File: src/rtl/seg_scan_driver.sv
// seg_scan_driver
//   Multiplexed driver for an eight-digit, two-bank seven-segment display.
//   A prescaler divides clk by SCAN_DIV to produce a scan tick; a 2-bit scan
//   index selects digit k in the left bank (positions 0-3) and digit k+4 in
//   the right bank (positions 4-7) at the same time. New display data is
//   written into a shadow register and copied to the active register only
//   at a frame boundary, so a frame is never shown half old and half new.
//
// Ports
//   clk          system clock, rising edge
//   rst          asynchronous active-high reset
//   wr_en        one-cycle strobe: load wr_data into the shadow register
//   wr_data      eight hex nibbles, position p = wr_data[31-4p -: 4]
//   blank_lz     leading-zero blanking enable
//   dp_mask      decimal point per position (bit p -> position p)
//   tub_sel      active-high digit enables (bits k and k+4)
//   seg_led1234  segments {a,b,c,d,e,f,g,dp} for position k
//   seg_led5678  segments {a,b,c,d,e,f,g,dp} for position k+4
//   pending      shadow holds data not yet committed
//   frame_done   one-cycle pulse on every frame-boundary commit

module seg_scan_driver #(
    parameter int unsigned SCAN_DIV = 100000
) (
    input  logic        clk,
    input  logic        rst,
    input  logic        wr_en,
    input  logic [31:0] wr_data,
    input  logic        blank_lz,
    input  logic [7:0]  dp_mask,
    output logic [7:0]  tub_sel,
    output logic [7:0]  seg_led1234,
    output logic [7:0]  seg_led5678,
    output logic        pending,
    output logic        frame_done
);

    localparam int unsigned CW = (SCAN_DIV > 1) ? $clog2(SCAN_DIV) : 1;

    logic [CW-1:0] presc;
    logic [1:0]    idx;
    logic [31:0]   shadow;
    logic [31:0]   active;

    logic          tick;
    logic          commit;
    logic [3:0]    nib [8];
    logic [7:0]    lead_zero;
    logic [7:0]    blank;
    logic [2:0]    lo_pos;
    logic [2:0]    hi_pos;
    logic [7:0]    tub_next;
    logic [7:0]    seg_lo_next;
    logic [7:0]    seg_hi_next;

    // Segment pattern {a..g} for one hex digit.
    function automatic logic [6:0] hex7(input logic [3:0] v);
        logic [6:0] s;
        case (v)
            4'h0: s = 7'h7E;
            4'h1: s = 7'h30;
            4'h2: s = 7'h6D;
            4'h3: s = 7'h79;
            4'h4: s = 7'h33;
            4'h5: s = 7'h5B;
            4'h6: s = 7'h5F;
            4'h7: s = 7'h70;
            4'h8: s = 7'h7F;
            4'h9: s = 7'h7B;
            4'hA: s = 7'h77;
            4'hB: s = 7'h1F;
            4'hC: s = 7'h4E;
            4'hD: s = 7'h3D;
            4'hE: s = 7'h4F;
            default: s = 7'h47;
        endcase
        return s;
    endfunction

    assign tick   = (presc == CW'(SCAN_DIV - 1));
    // The tick that wraps the index from 3 back to 0 is the frame boundary.
    assign commit = tick && (idx == 2'd3);

    assign lo_pos = {1'b0, idx};
    assign hi_pos = {1'b1, idx};

    always_comb begin
        for (int p = 0; p < 8; p++) begin
            nib[p] = active[31 - 4*p -: 4];
        end
        // lead_zero[p]: positions 0..p of the active value are all zero.
        lead_zero[0] = (nib[0] == 4'h0);
        for (int p = 1; p < 8; p++) begin
            lead_zero[p] = lead_zero[p-1] && (nib[p] == 4'h0);
        end
        // The rightmost digit always shows, so an all-zero value reads "0".
        blank = {1'b0, lead_zero[6:0]} & {8{blank_lz}};

        tub_next    = {4'b0001 << idx, 4'b0001 << idx};
        seg_lo_next = {blank[lo_pos] ? 7'h00 : hex7(nib[lo_pos]), dp_mask[lo_pos]};
        seg_hi_next = {blank[hi_pos] ? 7'h00 : hex7(nib[hi_pos]), dp_mask[hi_pos]};
    end

    always_ff @(posedge clk or posedge rst) begin
        if (rst) begin
            presc       <= '0;
            idx         <= 2'd0;
            shadow      <= 32'h0;
            active      <= 32'h0;
            pending     <= 1'b0;
            frame_done  <= 1'b0;
            tub_sel     <= 8'h00;
            seg_led1234 <= 8'h00;
            seg_led5678 <= 8'h00;
        end else begin
            presc <= tick ? '0 : presc + 1'b1;
            if (tick) begin
                idx <= idx + 2'd1;
            end

            // Commit takes the pre-edge shadow; a coincident write refills it
            // and keeps pending set.
            if (commit) begin
                active <= shadow;
            end
            if (wr_en) begin
                shadow  <= wr_data;
                pending <= 1'b1;
            end else if (commit) begin
                pending <= 1'b0;
            end
            frame_done <= commit;

            // Outputs are refreshed every cycle so dp_mask and blank_lz
            // changes appear without waiting for a scan step.
            tub_sel     <= tub_next;
            seg_led1234 <= seg_lo_next;
            seg_led5678 <= seg_hi_next;
        end
    end

endmodule
File: config.mk
export PLATFORM = sky130hd
export DESIGN_NAME = seg_scan_driver
export DESIGN_NICKNAME = d
export VERILOG_FILES = /design/src/rtl/seg_scan_driver.sv
export SDC_FILE = /design/constraint.sdc
export NUM_CORES = 1
export LEC_CHECK = 0
export BUFFER_PORTS_ARGS = -buffer_cell sky130_fd_sc_hd__buf_2
export CAP_MARGIN = 20
export CORE_MARGIN = 1.5
export CORE_UTILIZATION = 50
export DETAILED_ROUTE_END_ITERATION = 7
export GPL_TIMING_DRIVEN = 0
export PLACE_DENSITY = 0.74
export RECOVER_POWER = 25
export SLEW_MARGIN = 5
export SYNTH_ARGS = -nofsm -noshare
export SYNTH_HDL_FRONTEND = slang
export SYNTH_SLANG_ARGS = --single-unit
File: constraint.sdc
create_clock -name clk -period 3.6 [get_ports clk]
set_input_delay 0.54 -clock clk [delete_from_list [all_inputs] [get_ports clk]]
set_output_delay 0.54 -clock clk [all_outputs]
set_load 0.02 [all_outputs]
* Word level (Yosys, flattened, before mapping) *
Memory sizes are Yosys's and may differ from the RTL's.
Index checks and enable logic that the tools add are counted.

word-level totals
  register bits = 109
  ROM bits = 224
  memories = 2
  word-level logic and storage cells = 57
  input port bits = 44

memory list
  memory            depth  bits a word  read ports  clocked after Yosys merged registers in  write ports  line  source
  (name not given)  16     7            1           0                                        0            59    case (v)
  (name not given)  16     7            1           0                                        0            59

operators by class
  bitwise gates (word level) = 3
  shift-type cells = 1
  equality and inequality tests = 2
  muxes and demuxes = 19
  reductions and logical operators = 15
  add/sub/neg operators = 2
  $lt $le $gt $ge = 4

operators by type and width
  kind                     count
  $logic_not A4 Y1         7
  $bmux W4 S3              2
  $add A17 B1 Y17 const B  1
  $eq A17 B17 Y1 const B   1
  $mux W17                 1
  $mux W4                  4
  $mux W7                  2
  $and A7 B8 Y8            1
  $bmux W1 S2              4
  $ge A4 B4 Y1 const B     2
  $logic_and A1 B1 Y1      7
  $mux W1                  6
  $lt A2 B4 Y1 const B     1
  $lt A3 B4 Y1 const B     1
  $not A2 Y4               1
  $not A3 Y4               1
  $shl A1 B2 Y4 const A    1
  $add A2 B1 Y2 const B    1
  $eq A2 B2 Y1 const B     1
  $reduce_bool A2 Y1       1

* Longest topological paths before layout *
  depth in word-level cells = 11
  gate-level depth with buffers = 11
  gate-level depth less buffers = 9

* Worst setup path before layout *
OpenSTA, ideal clock, no wires.

  path type = reg-to-reg
  start = register idx[1]
  end = register seg_led1234[2]
  buffers on the path = 2
  slack = 1450 ps
  clock period less this slack = 2150 ps
  stages on the path, launching flop included = 10
  setup time = 99 ps
  arrival time = 2051 ps
  cells stage by stage = dfrtp_1 -> buf_4 -> buf_6 -> mux2_2 -> o21ai_0 -> inv_1 -> ha_1 -> nor2_1 -> a211oi_1 -> a311oi_1

between the ends
  longest elaborated chain between the ends = 6
  elaborated cells on any way between the ends = 8
  classes of those cells = mux (6); bitwise (1); memory (1)

RTL lines
  what                                         line  source
  start, declared                              41    logic [1:0] idx;
  start signal, assigned                       118   idx <= idx + 2'd1;
  $not A2 Y4 (implied by the code)             100   seg_lo_next = {blank[lo_pos] ? 7'h00 : hex7(nib[lo_pos]), dp_mask[lo_pos]};
  $bmux W4 S3                                  100
  $mux W4 (implied by the code) (2 in series)  100
  $mem_v2 Z16 W7                               -
  $mux W7 (*)                                  100
  net seg_lo_next[2]                           53    logic [7:0] seg_lo_next;
  end signal, assigned                         137   seg_led1234 <= seg_lo_next;
  end, declared                                32    output logic [7:0] seg_led1234,

The timed path passes the listed nets; every way through them passes the cells marked *. The select of a mux whose other input is x is not followed.
A chain may end at the register's enable or synchronous reset.

* Worst setup path in the final report *
  start = register idx[1]
  end = register seg_led1234[7]

The elaborated chain is that of the path after synthesis.

==> metrics.log <==
INFO  metric power.static_leakage = 2.64 nW
INFO  metric placed_insts = 573
INFO  metric timing.critical_path.buf_inv = 3
INFO  metric post_route_cells_drive_above_1_share = 39.7%
INFO  metric clockPowerShare = 33.6%
INFO  metric drcViolationCount = 0
INFO  metric starting_density = 51.1%
INFO  metric worst_clock_skew = 0.0147 ns
INFO  metric r2r-start = idx[1]
INFO  metric post_synth.cell_area_avg = 13.3 µm²
INFO  metric detail_route.vias_per_cell = 5.26
INFO  metric setup_viol_count_final = 0
INFO  metric switching_share_of_power = 24.2%
INFO  metric nFillCells = 756
INFO  metric die-width = 103 µm
INFO  metric grt_overflow_total = 0
INFO  metric critical_path_depth = 10
INFO  metric worst_path_most_repeated_cell = sky130_fd_sc_hd__a21oi_1
INFO  metric syn-instance-count = 371
INFO  metric grt_setup_unrepaired = no
INFO  metric crit_fanout = 10
INFO  metric post_drt_wl_per_cell = 15.6 µm
INFO  metric power_density = 364 mW/mm²
INFO  metric critical_path_s_slowest_cell = sky130_fd_sc_hd__dfrtp_1
INFO  metric cts_buffers = 9
INFO  metric worstHoldStart = wr_data[26]
INFO  metric violated_checks = max-capacitance violations, max-slew violations
INFO  metric drt_iter0_drc = 144
INFO  metric floorplan.die_area = 0.0105 mm²
INFO  metric p_int = 1.56 mW
INFO  metric critical-path-max-stage-delay = 0.39 ns
INFO  metric timing_max_transition_violations_final = 35
INFO  metric worstSetupEndpointType = register
INFO  metric min_path_cells = 2
INFO  metric hold_viol_final = 0
INFO  metric cts-root-to-sink-buffers = 2
INFO  metric final_cell_count_no_fill = 589
INFO  metric synthFlopType = sky130_fd_sc_hd__dfrtp_1
INFO  metric drt_wl_total = 9.16 mm
INFO  metric max_clock_freq = 0.397 GHz
INFO  metric synth.cell_area = 0.00495 mm²
INFO  metric critPathLaunchType = register
INFO  metric post_dp_cell_area = 0.00549 mm²
INFO  metric ys_async_sr_fraction = 100%
INFO  metric layout.nets = 510
INFO  metric hold_ws = 0.392 ns
INFO  metric worst_pin_slew = 1.60 ns
INFO  metric postCtsSetupBuffers = 0
INFO  metric layout_commonest_cell = sky130_fd_sc_hd__dfrtp_1
INFO  metric timing.critical_path.max_delay_family = compound AO/OA/AOI/OAI gates
INFO  metric cts.hold.buffers_added = 0
INFO  metric area_growth = 14.6%
INFO  metric irDropWorstVdd = 0.248 mV
INFO  metric synth_seq_cells = 105
INFO  metric hold_path.class = in -> reg
INFO  metric p_comb_share = 6.1%
INFO  metric reg2reg_setup_slack = 1.08 ns
INFO  metric critical_path.cell_chain = buf_4, buf_6, mux2_2, o21ai_0, inv_1, ha_1, nor2_1, a21oi_1, a21oi_1, o21ba_2
INFO  metric worstSkewPairLatency = 0.37 ns
INFO  metric grt.total_usage = 18.9%
INFO  metric worst_setup_hold_path_clk_slew = 0.10 ns
INFO  metric first_pass_iters = 4
INFO  metric critPathRequiredTime = 3.90 ns
INFO  metric cts_tree = built
INFO  metric commonest_non_fill_non_tap_cells_in_the_layout = sky130_fd_sc_hd__dfrtp_1 (105), sky130_fd_sc_hd__buf_2 (71), sky130_fd_sc_hd__mux2_2 (37), sky130_fd_sc_hd__mux2_4 (30), sky130_fd_sc_hd__nor2_1 (28)
INFO  metric synth.distinct_cells = 44
INFO  metric layout_worst_path_cycle_share = 70.0%
INFO  metric ff2ff_path_depth = 10
INFO  metric htreeDepth = 3
INFO  metric total_switching_power = 0.499 mW
INFO  metric criticalPathCategory = reg -> reg
INFO  metric placeableCoreArea = 0.00968 mm²
INFO  metric cts.sink_count = 105
INFO  metric finalWeightedCongestion = 0.831
INFO  metric synth_sequential_area_ratio = 53.1%
INFO  metric synth_enable_flop_cells = 0
INFO  metric clock-root-buffer = sky130_fd_sc_hd__clkbuf_8
INFO  metric worst_slew_margin_rel = -7.13%
INFO  metric post_cts_resized = 0
INFO  metric ios = 70
INFO  metric power.total = 2.06 mW
INFO  metric yosys_warnings = 0
INFO  metric dp.final_hpwl = 6.80 mm
INFO  metric grt_pass1_vias = 3074
INFO  metric crit_path_launch = idx[1]
INFO  metric finalCriticalPeriod = 2.52 ns
INFO  metric finish.instance_area = 0.00567 mm²
INFO  metric core.rowCount = 36
INFO  metric grt_pass1_wl = 15.3 mm
INFO  metric status = complete, but fails checks
INFO  metric io_buffer_count = 68
INFO  metric ant_nets = 0
INFO  metric vias = 3099
INFO  metric antenna_violations_before_repair = 0
INFO  metric tns = 0 ns
INFO  metric synth.net_count = 430
INFO  metric maximum_number_of_pins_on_one_net_before_global_route_repair = 72
INFO  metric insertedDiodeCount = 0
INFO  metric critical_path_arrival = 2.82 ns
INFO  metric chipHeight = 103 µm
INFO  metric sequentialPowerShare = 60.3%
INFO  metric maxCapViolCount = 1
state kept, by name, indices dropped and copies added (netlist names):
name	count
active	32
shadow	32
presc	17
seg_led1234	8
seg_led5678	8
tub_sel	4
idx	2
frame_done	1
pending	1
through the flow:
stage	setup WS [ns]	utilization, %
after global routing	0.864	58.6
after global placement	-0.717	56.4
final	1.08	58.6
after floorplan	0.299	-
after CTS	1.11	58.6
after detailed placement	1.16	56.7
metal layers:
layer,share of wire (%),track usage [%]
met2,46,28.8
met3,3.4,3.25
met1,48,27.5
met4,1.6,6.95
met5,0,0
worst register-to-register path: stages (launching register included):
cell and delay, ns:
sky130_fd_sc_hd__dfrtp_1 0.39, sky130_fd_sc_hd__buf_4 0.18, sky130_fd_sc_hd__buf_6 0.17, sky130_fd_sc_hd__mux2_2 0.34, sky130_fd_sc_hd__o21ai_0 0.38, sky130_fd_sc_hd__inv_1 0.18, sky130_fd_sc_hd__ha_1 0.27, sky130_fd_sc_hd__nor2_1 0.13
sky130_fd_sc_hd__a21oi_1 0.09, sky130_fd_sc_hd__a21oi_1 0.18, sky130_fd_sc_hd__o21ba_2 0.14
area by class of cell:
type,count,area [µm²],share of cell area (%)
timing repair buffer,69,367,6.46
multi-input combinational,238,2160,38.0
clock inverter,6,50.0,0.882
inverter,9,35.0,0.618
clock buffer,10,138,2.43
buffer,19,133,2.34
sequential,105,2630,46.3
tap,133,166,2.93
power by group through the flow:
stage	registers, mW	clock network, mW	logic (mW)
after floorplan	1.27	0	0.0695
after global placement	1.27	0	0.121
after detailed placement	1.27	0	0.129
after CTS	1.25	0.714	0.129
after global routing	1.25	0.760	0.141
final	1.25	0.693	0.126
cell families (layout without fill, tap and decap cells):
logic type | after synthesis | after routing | synth area share (%)
XOR/XNOR | 17 | 17 | 3.01
AO/OA/AOI/OAI | 32 | 32 | 4.17
multiplexers | 85 | 85 | 22.9
flip-flops | 105 | 105 | 53.1
buffers and inverters | 28 | 113 | 3.36
AND/OR/NAND/NOR | 89 | 89 | 9.68
adder cells (fa/ha/maj) | 15 | 15 | 3.79
synth_stat cells (all sizes together), types with 8 or more instances:
| library cell | instances | area share [%] |
|---|---|---|
| a211oi | 8 | 1.2 |
| a21oi | 10 | 1.0 |
| inv | 9 | 0.68 |
| nand2 | 19 | 1.6 |
| ha | 15 | 3.8 |
| nor4 | 10 | 1.7 |
| nor2 | 28 | 2.1 |
| mux2i | 11 | 2.2 |
| dfrtp | 105 | 53 |
| xnor2 | 10 | 1.8 |
| mux2 | 67 | 18 |
| buf | 14 | 2.3 |
final timing paths:
kind	to
worst max-delay path	seg_led1234[7]
worst min-delay path	shadow[26]
worst max register to register	seg_led1234[7]
worst min register to register	pending
max in group asynchronous	active[29]
min in group asynchronous	tub_sel[4]
Note: power is estimated with default switching activity, not from simulation.
